`src/rtl/serial_receive.sv`:
```
// ---------------------------------------------------------------------------
// serial_receive
//
// Receiving end of the one-bit-per-clock serial link. A frame is WIDTH data
// slots (MSB first) followed by one separator slot that must read 0. Frames
// run back to back with no idle slots in between. Each good word lands in a
// holding register and is offered to the consumer with a valid/ack handshake.
//
// Ports:
//   clk               system clock, one bit slot per rising edge
//   rst               synchronous reset, active-low
//   rxd               serial data line (idles 1)
//   connection_status link-up qualifier; first cycle at 1 is data slot 0
//   word_out          last good received word
//   word_valid        word_out holds an unconsumed word
//   word_ack          consumer takes word_out when word_valid & word_ack
//   frame_error       one-cycle pulse: separator slot was 1, frame dropped
//   overrun           one-cycle pulse: good frame arrived while the holding
//                     register was full and not acked, new frame dropped
//   busy              1 while a frame is in progress (DATA or SEP)
// ---------------------------------------------------------------------------
module serial_receive #(
    parameter int WIDTH = 8
) (
    input  logic             clk,
    input  logic             rst,
    input  logic             rxd,
    input  logic             connection_status,
    output logic [WIDTH-1:0] word_out,
    output logic             word_valid,
    input  logic             word_ack,
    output logic             frame_error,
    output logic             overrun,
    output logic             busy
);

    localparam int CNT_W = $clog2(WIDTH + 1);

    typedef enum logic [1:0] {
        S_IDLE = 2'd0,
        S_DATA = 2'd1,
        S_SEP  = 2'd2
    } state_t;

    state_t             r_state;
    state_t             w_state_nxt;
    logic [CNT_W-1:0]   r_cnt;
    logic [CNT_W-1:0]   w_cnt_nxt;
    logic [WIDTH-1:0]   r_shreg;
    logic [WIDTH:0]     w_shift_ext;
    logic               w_shift;
    logic               w_good;
    logic               w_bad;

    // Widened shift keeps the expression legal for WIDTH=1.
    assign w_shift_ext = {r_shreg, rxd};

    // -----------------------------------------------------------------------
    // FSM state register
    // -----------------------------------------------------------------------
    always_ff @(posedge clk) begin
        if (!rst) begin
            r_state <= S_IDLE;
            r_cnt   <= '0;
        end else begin
            r_state <= w_state_nxt;
            r_cnt   <= w_cnt_nxt;
        end
    end

    // -----------------------------------------------------------------------
    // FSM next state / slot decode
    // -----------------------------------------------------------------------
    always_comb begin
        w_state_nxt = r_state;
        w_cnt_nxt   = r_cnt;
        w_shift     = 1'b0;
        w_good      = 1'b0;
        w_bad       = 1'b0;

        if (!connection_status) begin
            // Link down: abandon any partial frame silently.
            w_state_nxt = S_IDLE;
            w_cnt_nxt   = '0;
        end else begin
            case (r_state)
                S_IDLE, S_DATA: begin
                    // IDLE with link up is data slot 0, same as DATA with
                    // counter 0 (the slot after a separator).
                    w_shift   = 1'b1;
                    w_cnt_nxt = (r_state == S_IDLE) ? CNT_W'(1) : r_cnt + CNT_W'(1);
                    w_state_nxt = (w_cnt_nxt == CNT_W'(WIDTH)) ? S_SEP : S_DATA;
                end
                S_SEP: begin
                    w_good      = ~rxd;
                    w_bad       = rxd;
                    w_cnt_nxt   = '0;
                    w_state_nxt = S_DATA;
                end
                default: begin
                    w_state_nxt = S_IDLE;
                    w_cnt_nxt   = '0;
                end
            endcase
        end
    end

    // -----------------------------------------------------------------------
    // Shift register, holding register, handshake and status pulses
    // -----------------------------------------------------------------------
    always_ff @(posedge clk) begin
        if (!rst) begin
            r_shreg     <= '0;
            word_out    <= '0;
            word_valid  <= 1'b0;
            frame_error <= 1'b0;
            overrun     <= 1'b0;
        end else begin
            frame_error <= w_bad;
            overrun     <= 1'b0;

            if (w_shift) begin
                r_shreg <= w_shift_ext[WIDTH-1:0];
            end

            if (w_good) begin
                // A same-cycle ack frees the register for the new word.
                if (!word_valid || word_ack) begin
                    word_out   <= r_shreg;
                    word_valid <= 1'b1;
                end else begin
                    overrun <= 1'b1;
                end
            end else if (word_valid && word_ack) begin
                word_valid <= 1'b0;
            end
        end
    end

    assign busy = (r_state != S_IDLE);

endmodule

```
`config.mk`:
```
export PLATFORM = sky130hd
export DESIGN_NAME = serial_receive
export DESIGN_NICKNAME = d
export VERILOG_FILES = /design/src/rtl/serial_receive.sv
export SDC_FILE = /design/constraint.sdc
export NUM_CORES = 1
export LEC_CHECK = 0
export CORE_MARGIN = 2
export CORE_UTILIZATION = 45
export CTS_CLUSTER_SIZE = 16
export DETAILED_ROUTE_END_ITERATION = 10
export PLACE_DENSITY = 0.74
export SYNTH_ARGS = -nofsm -noshare
export SYNTH_HDL_FRONTEND = slang
export SYNTH_SLANG_ARGS = --single-unit
```
`constraint.sdc`:
```
create_clock -name clk -period 1.1 [get_ports clk]
set_clock_uncertainty 0.1 [all_clocks]
set_input_delay 0.165 -clock clk [delete_from_list [all_inputs] [get_ports clk]]
set_output_delay 0.165 -clock clk [all_outputs]
set_load 0.05 [all_outputs]
```
==> flow_results.org, run 1 <==
** Critical path
- The number of buffers and inverters on the critical path is 1.
- For this run, the slowest stage of the critical path takes ~0.36 ns.
- Tracing the worst setup path back leads to its startpoint at r_state[0].
- In this run the critical register-to-register path is launched from r_state[0].
- The critical path is of the flip-flop to output pin type.
- Worst Path Required :: 0.83 ns
- Arr. time, crit path :: 1.07 ns
- Among all stages on the critical path, the largest delay is contributed by sky130_fd_sc_hd__dfxtp_2.
- Grouping stages by cell kind, the critical path spends the most delay in flip-flops.
- Critical Path Sink Type :: output pin
- Along the worst path, the maximum fanout reaches 3.
- Walking the worst path, the cells encountered are or2_4 > buf_12.
- STA classifies the critical path startpoint as a flip-flop.

** Synthesis
- Of the synthesized area, sequential elements account for 0.496.
- The synthesized design contains 0 enable-type register cells.
- Synthesis produced a netlist with a net count of ~110.
- Syn_area_per_cell :: just over 9 sq um
- The cell count after synthesis came out at 108.
- The synthesized netlist contains 29 unique library cells.
- Yosys printed 0 warnings.
- In this run, synthesis produced a sequential element count of 25.
- Post-synth design cell area :: 0.00101 sq mm
- Dominant register cell in the synthesized netlist :: sky130_fd_sc_hd__dfxtp_1
- Of all flip-flops after synthesis, the portion carrying an async set or reset was 0.

** Cells and area
- Leading cell type in the layout, fill and taps excluded :: sky130_fd_sc_hd__nand2_1
- Net count, final :: approximately 140
- Commonest cells after routing, fill and taps aside :: sky130_fd_sc_hd__nand2_1 (17), sky130_fd_sc_hd__a21boi_1 (15), sky130_fd_sc_hd__dfxtp_2 (13)
- Final standard cell count with taps included and fillers excluded :: roughly 160
- In the final layout, the share of cells above drive strength 1 is 0.474.
- Compared with the post-synthesis result, the final layout area differs by 58.3%.
- The repair_antennas step left the layout with diodes totalling 0.
- Fillers :: 148

** Pwr
- Pwr dens :: around 900 mW/mm^2
- Leakage :: approximately 0.00058 uW
- Post-layout total power :: 1450 uW
- VDD IR-drop max :: ~0.00073 V

** Global route
- The first global-routing pass estimated around 3.6 mm of wire.
- For this run, global-route usage on met2 was measured as 0.329.
- The number of global-route vias before repair came to ~810.
- For this run, the total global-route usage over all layers was measured as 0.178.
- In the global route stage, met3 resource usage came out at 0.0234.
- Entering global routing, the biggest net connects 14 pins.
- Layer carrying the most global-route usage :: met2
- The total overflow left after global routing is 0.
- Number of antenna violations at the first check in global routing :: 0
- In the global route stage, met1 resource usage came out at 0.202.

** STA
- Hold is met by 0.278 ns.
- Final period util :: 1.21
- Minimum clock period after layout :: 1.34 ns
- Transition time at the pin with the least slew margin :: between 0.2 and 0.3 ns
- Setup violators final :: 22
- Setup slack on the critical path of the routed design comes to -0.236 ns.
- Fmax :: approximately 0.75 GHz
- The max-slew violation count is 0.
- The hold violation count in the final report was 0.
- Setup repair after global routing missed its margin :: yes
- The worst pin sits at a relative slew slack of 0.809.
- Setup total negative slack on the finished layout was measured at -2.55 ns.

** Job
- Max Cap Viol :: 0

** Clocking
- Clock insertion delay at the later pin of the skew report :: around 0.31 ns
- CTS Buf Count :: 3
- In this run the number of H-tree levels came out at 1.
- Clock-pin slew of the registers on the worst-case setup and hold paths :: ~0.13 ns
- Maximum buffer depth of the clock tree :: 2
- TritonCTS clock tree :: built
- Total number of clock tree sinks :: 25
- The tree is rooted in a sky130_fd_sc_hd__clkbuf_4.

** Placement
- Routability congestion estimate :: ~0.77
- Final HPWL from detailed placement :: ~1.5 mm
- Including well taps, the total number of placed cells is roughly 150.
- Port-buffer cells :: 16
- At the placement stage, the worst setup path has a slack of -0.497 ns.

** Min path
- The startpoint identified for the worst hold timing path is connection_status.
- HP Class :: input pin to flip-flop

** Floorplan
- Die X-Extent :: 51.3 microns
- The die is between 50 and 60 microns tall.
- Core box area :: ~0.0022 sq mm
- Die Area :: approximately 0.0026 sq mm
- Starting density of the core :: 0.465
- Boundary pin count :: 17
- Placement Rows :: 17

** Drt
- In the routed layout, each cell is associated on average with a via count of about 5.3.
- Total Wirelength :: ~2.3 mm
- Remaining routing DRC violations :: 0
- In the final routed layout, each cell accounts on average for ~14 microns.
- The first detailed-routing pass ran for 4 iterations.
- In this run, the number of DRC markers left after iteration 0 of detailed routing was 8.
- In this run the remaining antenna-violating nets after routing total 0.
- Detailed routing inserted a total of around 860 vias.

** Outcome
- The run finished, with violations left.
- Violated checks :: negative setup slack
-- metal layers --
| layer | part of all wire | routed length, microns | vias up |
|---|---|---|---|
| met3 | 0.027 | 63 | 4 |
| met2 | 0.54 | 1260 | 12 |
| met5 | 0 | 0 | - |
| met1 | 0.41 | 956 | 409 |
| met4 | 0.012 | 28 | 0 |
| li1 | - | - | 434 |
-- state kept, by name (all words and copies together) (netlist names) --
signal / count
r_shreg: 8
word_out: 8
r_cnt: 4
r_state: 2
frame_error: 1
overrun: 1
word_valid: 1
-- cell families after synthesis --
family                   share of synthesized area
adder cells (fa/ha/maj)                     0.0124
buffers and inverters                       0.0484
AND/OR/NAND/NOR                              0.232
AO/OA/AOI/OAI                                0.192
flip-flops                                   0.496
multiplexers                               0.00993
XOR/XNOR                                   0.00869
-- final cells by class --
| cell class | count | area [sq um] | area share |
|---|---|---|---|
| multi-input cells | 75 | 599 | 0.375 |
| flip-flops and latches | 25 | 528 | 0.331 |
| repair buffers | 31 | 408 | 0.255 |
| well taps | 28 | 35.0 | 0.0219 |
| clock buffers | 4 | 26.3 | 0.0165 |
-- where the power goes --
group | switching (uW) | internal (uW)
clock | 258 | 142
combinational | 60.2 | 74.3
sequential | 9.22 | 908
total | 328 | 1120
-- final timing paths --
check	slack [ns]	cells past startpoint	to
max	-0.24	2	busy
min	0.28	3	r_state[0]
max reg2reg	-0.22	5	word_out[6]
min reg2reg	0.38	2	r_shreg[6]
-- Yosys cell counts, drive strengths merged, types with 2 or more instances --
master	instances	area (sq um)
buf	5	36.3
o21ai	10	50.0
nor2b	2	15.0
clkbuf	3	12.5
nand2b	2	12.5
and3	3	18.8
nand2	17	63.8
a21boi	17	128
and4	3	26.3
dfxtp	25	500
nand3	9	45.0
-- what timing repair did --
item,4_1_cts,5_1_grt
setup buffers,3,3
pin swaps,5,9
cloned,0,1
resized for setup,31,27
hold buffers,0,0
endpoints found under the setup margin,36,36
endpoints found under the hold margin,0,0
-- through the flow --
stage / util / cell area [sq um]
4_1_cts: 0.675 / 1470
2_1_floorplan: - / 1040
5_1_grt: 0.736 / 1600
6_report: 0.736 / 1600
3_5_place_dp: 0.628 / 1360
3_3_place_gp: 0.628 / 1360
-- worst reg2reg max path, delay by kind of cell (launching register included) --
family / cells / cell delay (ns)
and+or+nand+nor: 2 / 0.37
AOI/OAI and AO/OA: 1 / 0.15
DFF: 1 / 0.36
buffers and inverters: 2 / 0.28
(Power assumes the default switching activity.)
==> run 2, diff against run 1 <==
--- a/config.mk
+++ b/config.mk
@@ -5,7 +5,8 @@
 export SDC_FILE = /design/constraint.sdc
 export NUM_CORES = 1
 export LEC_CHECK = 0
-export CORE_MARGIN = 2
+export CAP_MARGIN = 20
+export CORE_MARGIN = 1.5
 export CORE_UTILIZATION = 45
 export CTS_CLUSTER_SIZE = 16
 export DETAILED_ROUTE_END_ITERATION = 10
==> flow_results.org, run 2 (synthesis results as in run 1) <==
** Drt
- The total wire length after detailed routing came to 2.93 mm (was 2.30 mm).
- Post-DRT Antenna Nets :: 0 (unchanged)
- The total iterations of the first detailed-routing run is 4 (unchanged).
- The mean number of vias per cell came to 5.67 (was 5.27).
- The overall via count from detail_route is 969 (was 859).
- The initial DRC count was 28 (was 8).
- The number of remaining DRC errors is 0 (unchanged).
- The average wire per cell in the routed design is 17.1 microns (was 14.1 microns).

** Global route
- The combined global-route utilization of all metal layers is 0.196 (was 0.178).
- Global routing met3 resource utilization :: 0.0417 (was 0.0234)
- The global-route met1 utilization was 0.218 (was 0.202).
- The initial antenna violation count came to 0 (unchanged).
- Total grt overflow :: 0 (unchanged)
- The most used routing layer in global routing is met2 (unchanged).
- Pin count of the biggest net entering global routing :: 15 (was 14)
- The first-pass GRT wire length was 3.80 mm (was 3.56 mm).
- The met2 routing resource usage after global routing is 0.362 (was 0.329).
- The number of global-route vias before repair was 914 (was 814).

** Critical path
- The endpoint of the most critical register-to-register path was r_state[0] (was word_out[6]).
- The worst flop-to-flop path startpoint was r_state[1] (was r_state[0]).
- Arr. time, crit path :: 1.20 ns (was 1.07 ns)
- The critical path's slowest cell is sky130_fd_sc_hd__dfxtp_2 (unchanged).
- Worst stage delay on the critical path :: 0.36 ns (about the same)
- The worst endpoint required time is 0.83 ns (about the same).
- Cell-by-cell trace of the critical path :: buf_6 > or2_4 > buf_12 (was or2_4 > buf_12)
- CP Launch Type :: flip-flop (unchanged)
- The worst-case reg-to-reg path depth was 5 (unchanged).
- Reg-to-reg slack, setup :: -0.28 ns (was -0.22 ns)
- Type of the worst setup path :: flip-flop to output pin (unchanged)
- The type of destination of the critical path is an output pin (unchanged).
- Maximum fanout count along the critical path :: 2 (was 3)

** Clocking
- The CTS tree is built (unchanged).
- The clock buffer count from CTS was 3 (unchanged).
- The post-cts hold buffer count was 0 (unchanged).
- Clock-pin slew of the registers on the worst-case setup and hold paths :: 0.13 ns (about the same)
- Maximum buffer depth of the clock tree :: 2 (unchanged)
- The cell at the root of the clock tree was sky130_fd_sc_hd__clkbuf_4 (unchanged).
- The number of H-tree levels is 1 (unchanged).
- Total number of clock tree sinks :: 25 (unchanged)
- The clock latency at the later pin of the worst-skew pair came to 0.32 ns (was 0.31 ns).

** Floorplan
- The die extent in y is 50.3 microns (was 51.3 microns).
- The top-level I/O count came to 17 (unchanged).
- Die Area :: 0.00253 sq mm (was 0.00264 sq mm)
- Placement Rows :: 16 (was 17)
- Die X-Extent :: 50.3 microns (was 51.3 microns)
- The total core area came to 0.00204 sq mm (was 0.00217 sq mm).
- The starting utilization of the core area is 0.494 (was 0.465).

** STA
- Setup repair after global routing missed its margin :: yes (unchanged)
- The relative slew slack came to 0.780 (was 0.809).
- Fmax :: 0.685 GHz (was 0.748 GHz)
- Final worst slack :: -0.361 ns (was -0.236 ns)
- The worst hold slack was 0.384 ns (was 0.278 ns).
- Number of pins with negative max-slew slack in the final report :: 0 (unchanged)
- The transition time at the pin with the least slew margin came to 0.327 ns (was 0.284 ns).
- Setup violators final :: 26 (was 22)
- Final period util :: 1.33 (was 1.21)
- Minimum clock period after layout :: 1.46 ns (was 1.34 ns)
- The hold violation count in the final report is 0 (unchanged).

** Cells and area
- The number of antenna diodes was 0 (unchanged).
- Leading cell type in the layout, fill and taps excluded :: sky130_fd_sc_hd__nand2_1 (unchanged)
- The number of nets in the layout came to 151 (was 142).
- The post-synthesis to final-layout area growth was 71.2% (was 58.3%).
- Fraction of layout instances using a drive strength above 1 :: 0.556 (was 0.474)
- The final-layout fill cell count came to 103 (was 148).
- Final instance area :: 0.00173 sq mm (was 0.00160 sq mm)
- Top Registers: r_shreg: 8 flops, word_out: 8 flops, r_cnt: 4 flops (unchanged).
- Commonest cells after routing, fill and taps aside: sky130_fd_sc_hd__nand2_1 (14), sky130_fd_sc_hd__a21boi_1 (12), sky130_fd_sc_hd__dfxtp_2 (12), sky130_fd_sc_hd__buf_12 (12), sky130_fd_sc_hd__buf_4 (12) (was sky130_fd_sc_hd__nand2_1 (17), sky130_fd_sc_hd__a21boi_1 (15), sky130_fd_sc_hd__dfxtp_2 (13)).

** Min path
- The hold path startpoint is r_shreg[2] (was connection_status).
- Destination of the worst hold path :: word_out[2] (was r_state[0])
- The number of cells traversed by the worst hold path was 2 (was 3).
- The type of the most critical hold path is flip-flop to flip-flop (was input pin to flip-flop).

** Outcome
- Violated checks: negative setup slack (unchanged).
- Run status :: complete, but fails checks (unchanged)

** Placement
- Placed inst area :: 0.00139 sq mm (was 0.00136 sq mm)
- Port-buffer cells :: 16 (unchanged)
- The HPWL reported at the end of detailed placement came to 1.50 mm (was 1.49 mm).
- Routability congestion estimate :: 0.769 (was 0.765)

** Pwr
- The power per cell area was 863 mW/mm^2 (was 909 mW/mm^2).
- The leakage power figure was 0.000646 uW (was 0.000583 uW).
- The largest voltage drop on the vdd net is 0.000924 V (was 0.000726 V).

** Job
- Max Cap Viol :: 0 (unchanged)
-- run 2: cell count changes in the layout (fill, tap and decap cells not counted), sizes merged --
cell           previous run  this run
buf                      27        36
clkbuf                    4         3
clkdlybuf4s50             3         4
clkinv                    0         1
dlygate4sd2               1         0
-- run 2: worst max path at each step --
stage / startpoint / end / slack (ns) / depth (start not counted)
floorplan: r_cnt[1] / r_state[0] / -0.03 / 3
global route: r_state[0] / busy / -0.40 / 3
finish: r_state[0] / busy / -0.36 / 3
detailed placement: rxd / word_out[0] / -0.48 / 4
global placement: rxd / word_out[5] / -0.42 / 4
CTS: r_state[1] / busy / -0.35 / 3
-- run 2: report_power, final --
part	switching [uW]	internal, uW	leakage (uW)	total (uW)
Clock	271	136	0.0000177	407
Sequential	9.96	908	0.000210	918
Combinational	73.0	91.7	0.000418	165
-- run 2: critical path, delay by kind of cell (launching register included) --
| family | cells | cell delay (ns) |
|---|---|---|
| buffers and inverters | 2 | 0.26 |
| AND/OR/NAND/NOR | 1 | 0.25 |
| flip-flops | 1 | 0.36 |
-- run 2: per-stage QoR --
| stage | setup slack (ns) | TNS [ns] | power [uW] | cells | utilization |
|---|---|---|---|---|---|
| global placement | -0.424 | -7.46 | 1050 | 155 | 0.681 |
| global route | -0.402 | -5.41 | 1550 | 171 | 0.846 |
| floorplan | -0.0266 | -0.0266 | 993 | 108 | - |
| finish | -0.361 | -4.12 | 1490 | 171 | 0.846 |
| CTS | -0.353 | -2.97 | 1460 | 164 | 0.757 |
| detailed placement | -0.477 | -8.41 | 1050 | 155 | 0.681 |
-- run 2: layout make-up --
cell class	instances	area (sq um)	area share
clock buffer	3	22.5	0.0130
clock inverter	1	5.00	0.00290
multi-input combinational	75	626	0.362
sequential	25	527	0.305
tap	27	33.8	0.0196
timing repair buffer	40	513	0.297
-- run 2: what timing repair did --
item | 4_1_cts | 5_1_grt
pin swaps | 6 | 16
cloned | 0 | 1
gates resized for setup | 38 | 32
buffers inserted | 5 | 6
setup endpoints to repair | 36 | 36
-- run 2: layer usage --
metal,vias to the layer above,routed length (microns)
met5,-,0
met4,0,55
met3,10,119
met2,35,1570
met1,471,1180
li1,453,-
==> RTL edit: new RTL, settings of run 2 <==
The output `frame_error` loses its register stage (`frame_error` becomes a continuous assignment). Comments in the files are not updated.
--- a/src/rtl/serial_receive.sv
+++ b/src/rtl/serial_receive.sv
@@ -113,10 +113,8 @@
             r_shreg     <= '0;
             word_out    <= '0;
             word_valid  <= 1'b0;
-            frame_error <= 1'b0;
             overrun     <= 1'b0;
         end else begin
-            frame_error <= w_bad;
             overrun     <= 1'b0;
 
             if (w_shift) begin
@@ -137,6 +135,8 @@
         end
     end
 
+    assign frame_error = w_bad;
+
     assign busy = (r_state != S_IDLE);
 
 endmodule
Function: changed (a bounded check fails within 10 cycles, from zero or initial values and one cycle with rst low).
==> RTL edit against run 2 <==
- the run still ends with negative setup slack left
- sequential cell count is 1 lower
- cell area is 8.0% lower
- power is 0.91% higher
- area after synthesis is 4.7% lower
- wire length is 11% lower
- global-route usage is 0.62 points higher
- via count is 11% lower
- first-iteration DRC count is 43% lower
- worst setup slack worse by 0.013 ns
- count of clock-buffer cells in the layout is 1 higher
- hold slack worse by 0.010 ns
==> RTL edit: results (changes against run 2) <==
- Half-perimeter wire length after placement: 1390 µm (-7.1%)
- Seq/Total Area, Yosys: 0.500 (+0.00372)
- Min Hold Slack: 0.374 ns (-0.00997 ns)
- Adder-cell share of the synthesized area: 0.0130 (+0.000614)
- Via density: 5.28 (-6.8%)
- P_leak: 0.614 nW (-5.0%)
- Reg-to-reg slack, setup: -0.31 ns (-0.03 ns)
- WL per Instance: 15.9 µm (-6.9%)
- Ant diodes: 0 (unchanged)
- RePlAce Congestion: 0.713 (-7.3%)
- Synth Area in Compound Gates: 0.0951 (-0.0973)
- Total track usage: 0.202 (+0.00624)
- Met1 usage: 0.241 (+0.0235)
- Status: finished with violations
- GRT met2 Usage: 0.336 (-0.0263)
- Synth top area cells: dfxtp_1 (50%), nand2_1 (13%), mux2i_1 (9.4%), a21boi_0 (6.3%), and4_1 (2.7%)
- Max_slew headroom: 0.791 (+0.0107)
- Violated checks: negative setup slack
- Initial antenna violation count: 0 (unchanged)
- Setup-failing EPs final: 28 (+7.7%)
- Worst VDD drop: 1.26 mV (+36%)
- Setup ws final: -0.373 ns (-0.0127 ns)
- Largest net degree at the start of global routing: 27 (+12)
- Synth Area in XOR/XNOR: 0.00911 (+0.000430)
- Max FO, Critical Path: 3 (+1)
- Hold WC Path Type: reg -> reg
- TNS Setup: -6.47 ns (-2.35 ns)
- Top post-synthesis cells by count: nand2_1 (33), dfxtp_1 (24), mux2i_1 (9), a21boi_0 (8), clkbuf_1 (5)
- Nets: 144 (-4.6%)
- Syn nets: 111 (-2.6%)
- Layout cells sized above 1: 0.453 (-0.103)
- Post-synthesis mux area share: 0.0938 (+0.0838)
- Vias in the first global route: 836 (-8.5%)
- First-pass GRT wire length: 3640 µm (-4.2%)
- GR met3 Demand/Resource: 0.0491 (+0.00741)
- DRT iter0 DRCs: 16 (-43%)
- Slowest-stage cell, CP: dfxtp_4
- Distinct cell type count after synthesis: 24 (-17%)
## RTL edit: changes by cell type after synthesis, moves of 3 or more
| cell | change |
|---|---|
| o21ai_0 | -7 |
| a21boi_1 | -9 |
| clkbuf_1 | +3 |
| nand2_1 | +16 |
| mux2i_1 | +8 |
| nand3_1 | -7 |
## RTL edit: worst paths after layout
path,start,end,cells past startpoint
setup / recovery,r_state[0],busy,3
hold / removal,r_shreg[7],r_shreg[7],2
setup reg to reg,r_state[1],r_shreg[6],6
hold reg to reg,r_shreg[7],r_shreg[7],2
## RTL edit: worst min-delay path, cell delays in order, from the launching register on
cell,delay [ns]
dfxtp_1,0.33
nand2_1,0.07
a21boi_2,0.04
## RTL edit: logic make-up (layout without fill, tap and decap cells)
group | after synthesis | after routing
AO/OA/AOI/OAI | 13 | 13
XOR/XNOR | 1 | 1
adder cells (fa/ha/maj) | 1 | 1
flip-flops | 24 | 24
buffers and inverters | 7 | 39
multiplexers | 9 | 9
AND/OR/NAND/NOR | 50 | 50
## RTL edit: cell type report
class / instances / area [µm²]
Clock buffer: 4 / 36.3
Fill cell: 120 / 393
Inverter: 1 / 3.75
Multi-Input combinational cell: 74 / 527
Sequential cell: 24 / 503
Tap cell: 27 / 33.8
Timing Repair Buffer: 34 / 485
## RTL edit: through the flow
| stage | power [mW] | setup slack (ns) | instances | area (µm²) | util |
|---|---|---|---|---|---|
| floorplan | 0.955 | -0.394 | 105 | 988 | - |
| global placement | 1.02 | -0.452 | 154 | 1400 | 0.708 |
| detailed placement | 1.03 | -0.504 | 154 | 1400 | 0.708 |
| CTS | 1.50 | -0.361 | 162 | 1540 | 0.777 |
| global route | 1.55 | -0.404 | 164 | 1590 | 0.802 |
| finish | 1.50 | -0.373 | 164 | 1590 | 0.802 |
## RTL edit: metal layers
metal / share of wire / vias up
li1: - / 416
met1: 0.43 / 414
met2: 0.51 / 26
met3: 0.037 / 10
met4: 0.028 / 0
met5: 0 / -
## RTL edit: power by group
| part | switching [mW] | total [mW] | internal, mW |
|---|---|---|---|
| Clock | 0.267 | 0.470 | 0.203 |
| Sequential | 0.00767 | 0.879 | 0.871 |
| Combinational | 0.0747 | 0.155 | 0.0805 |
## RTL edit: repair_timing
item / in CTS / in global routing
buffers inserted: 3 / 3
cloned: 1 / 0
pin swaps: 9 / 4
resized for setup: 30 / 12
setup endpoints to repair: 36 / 35
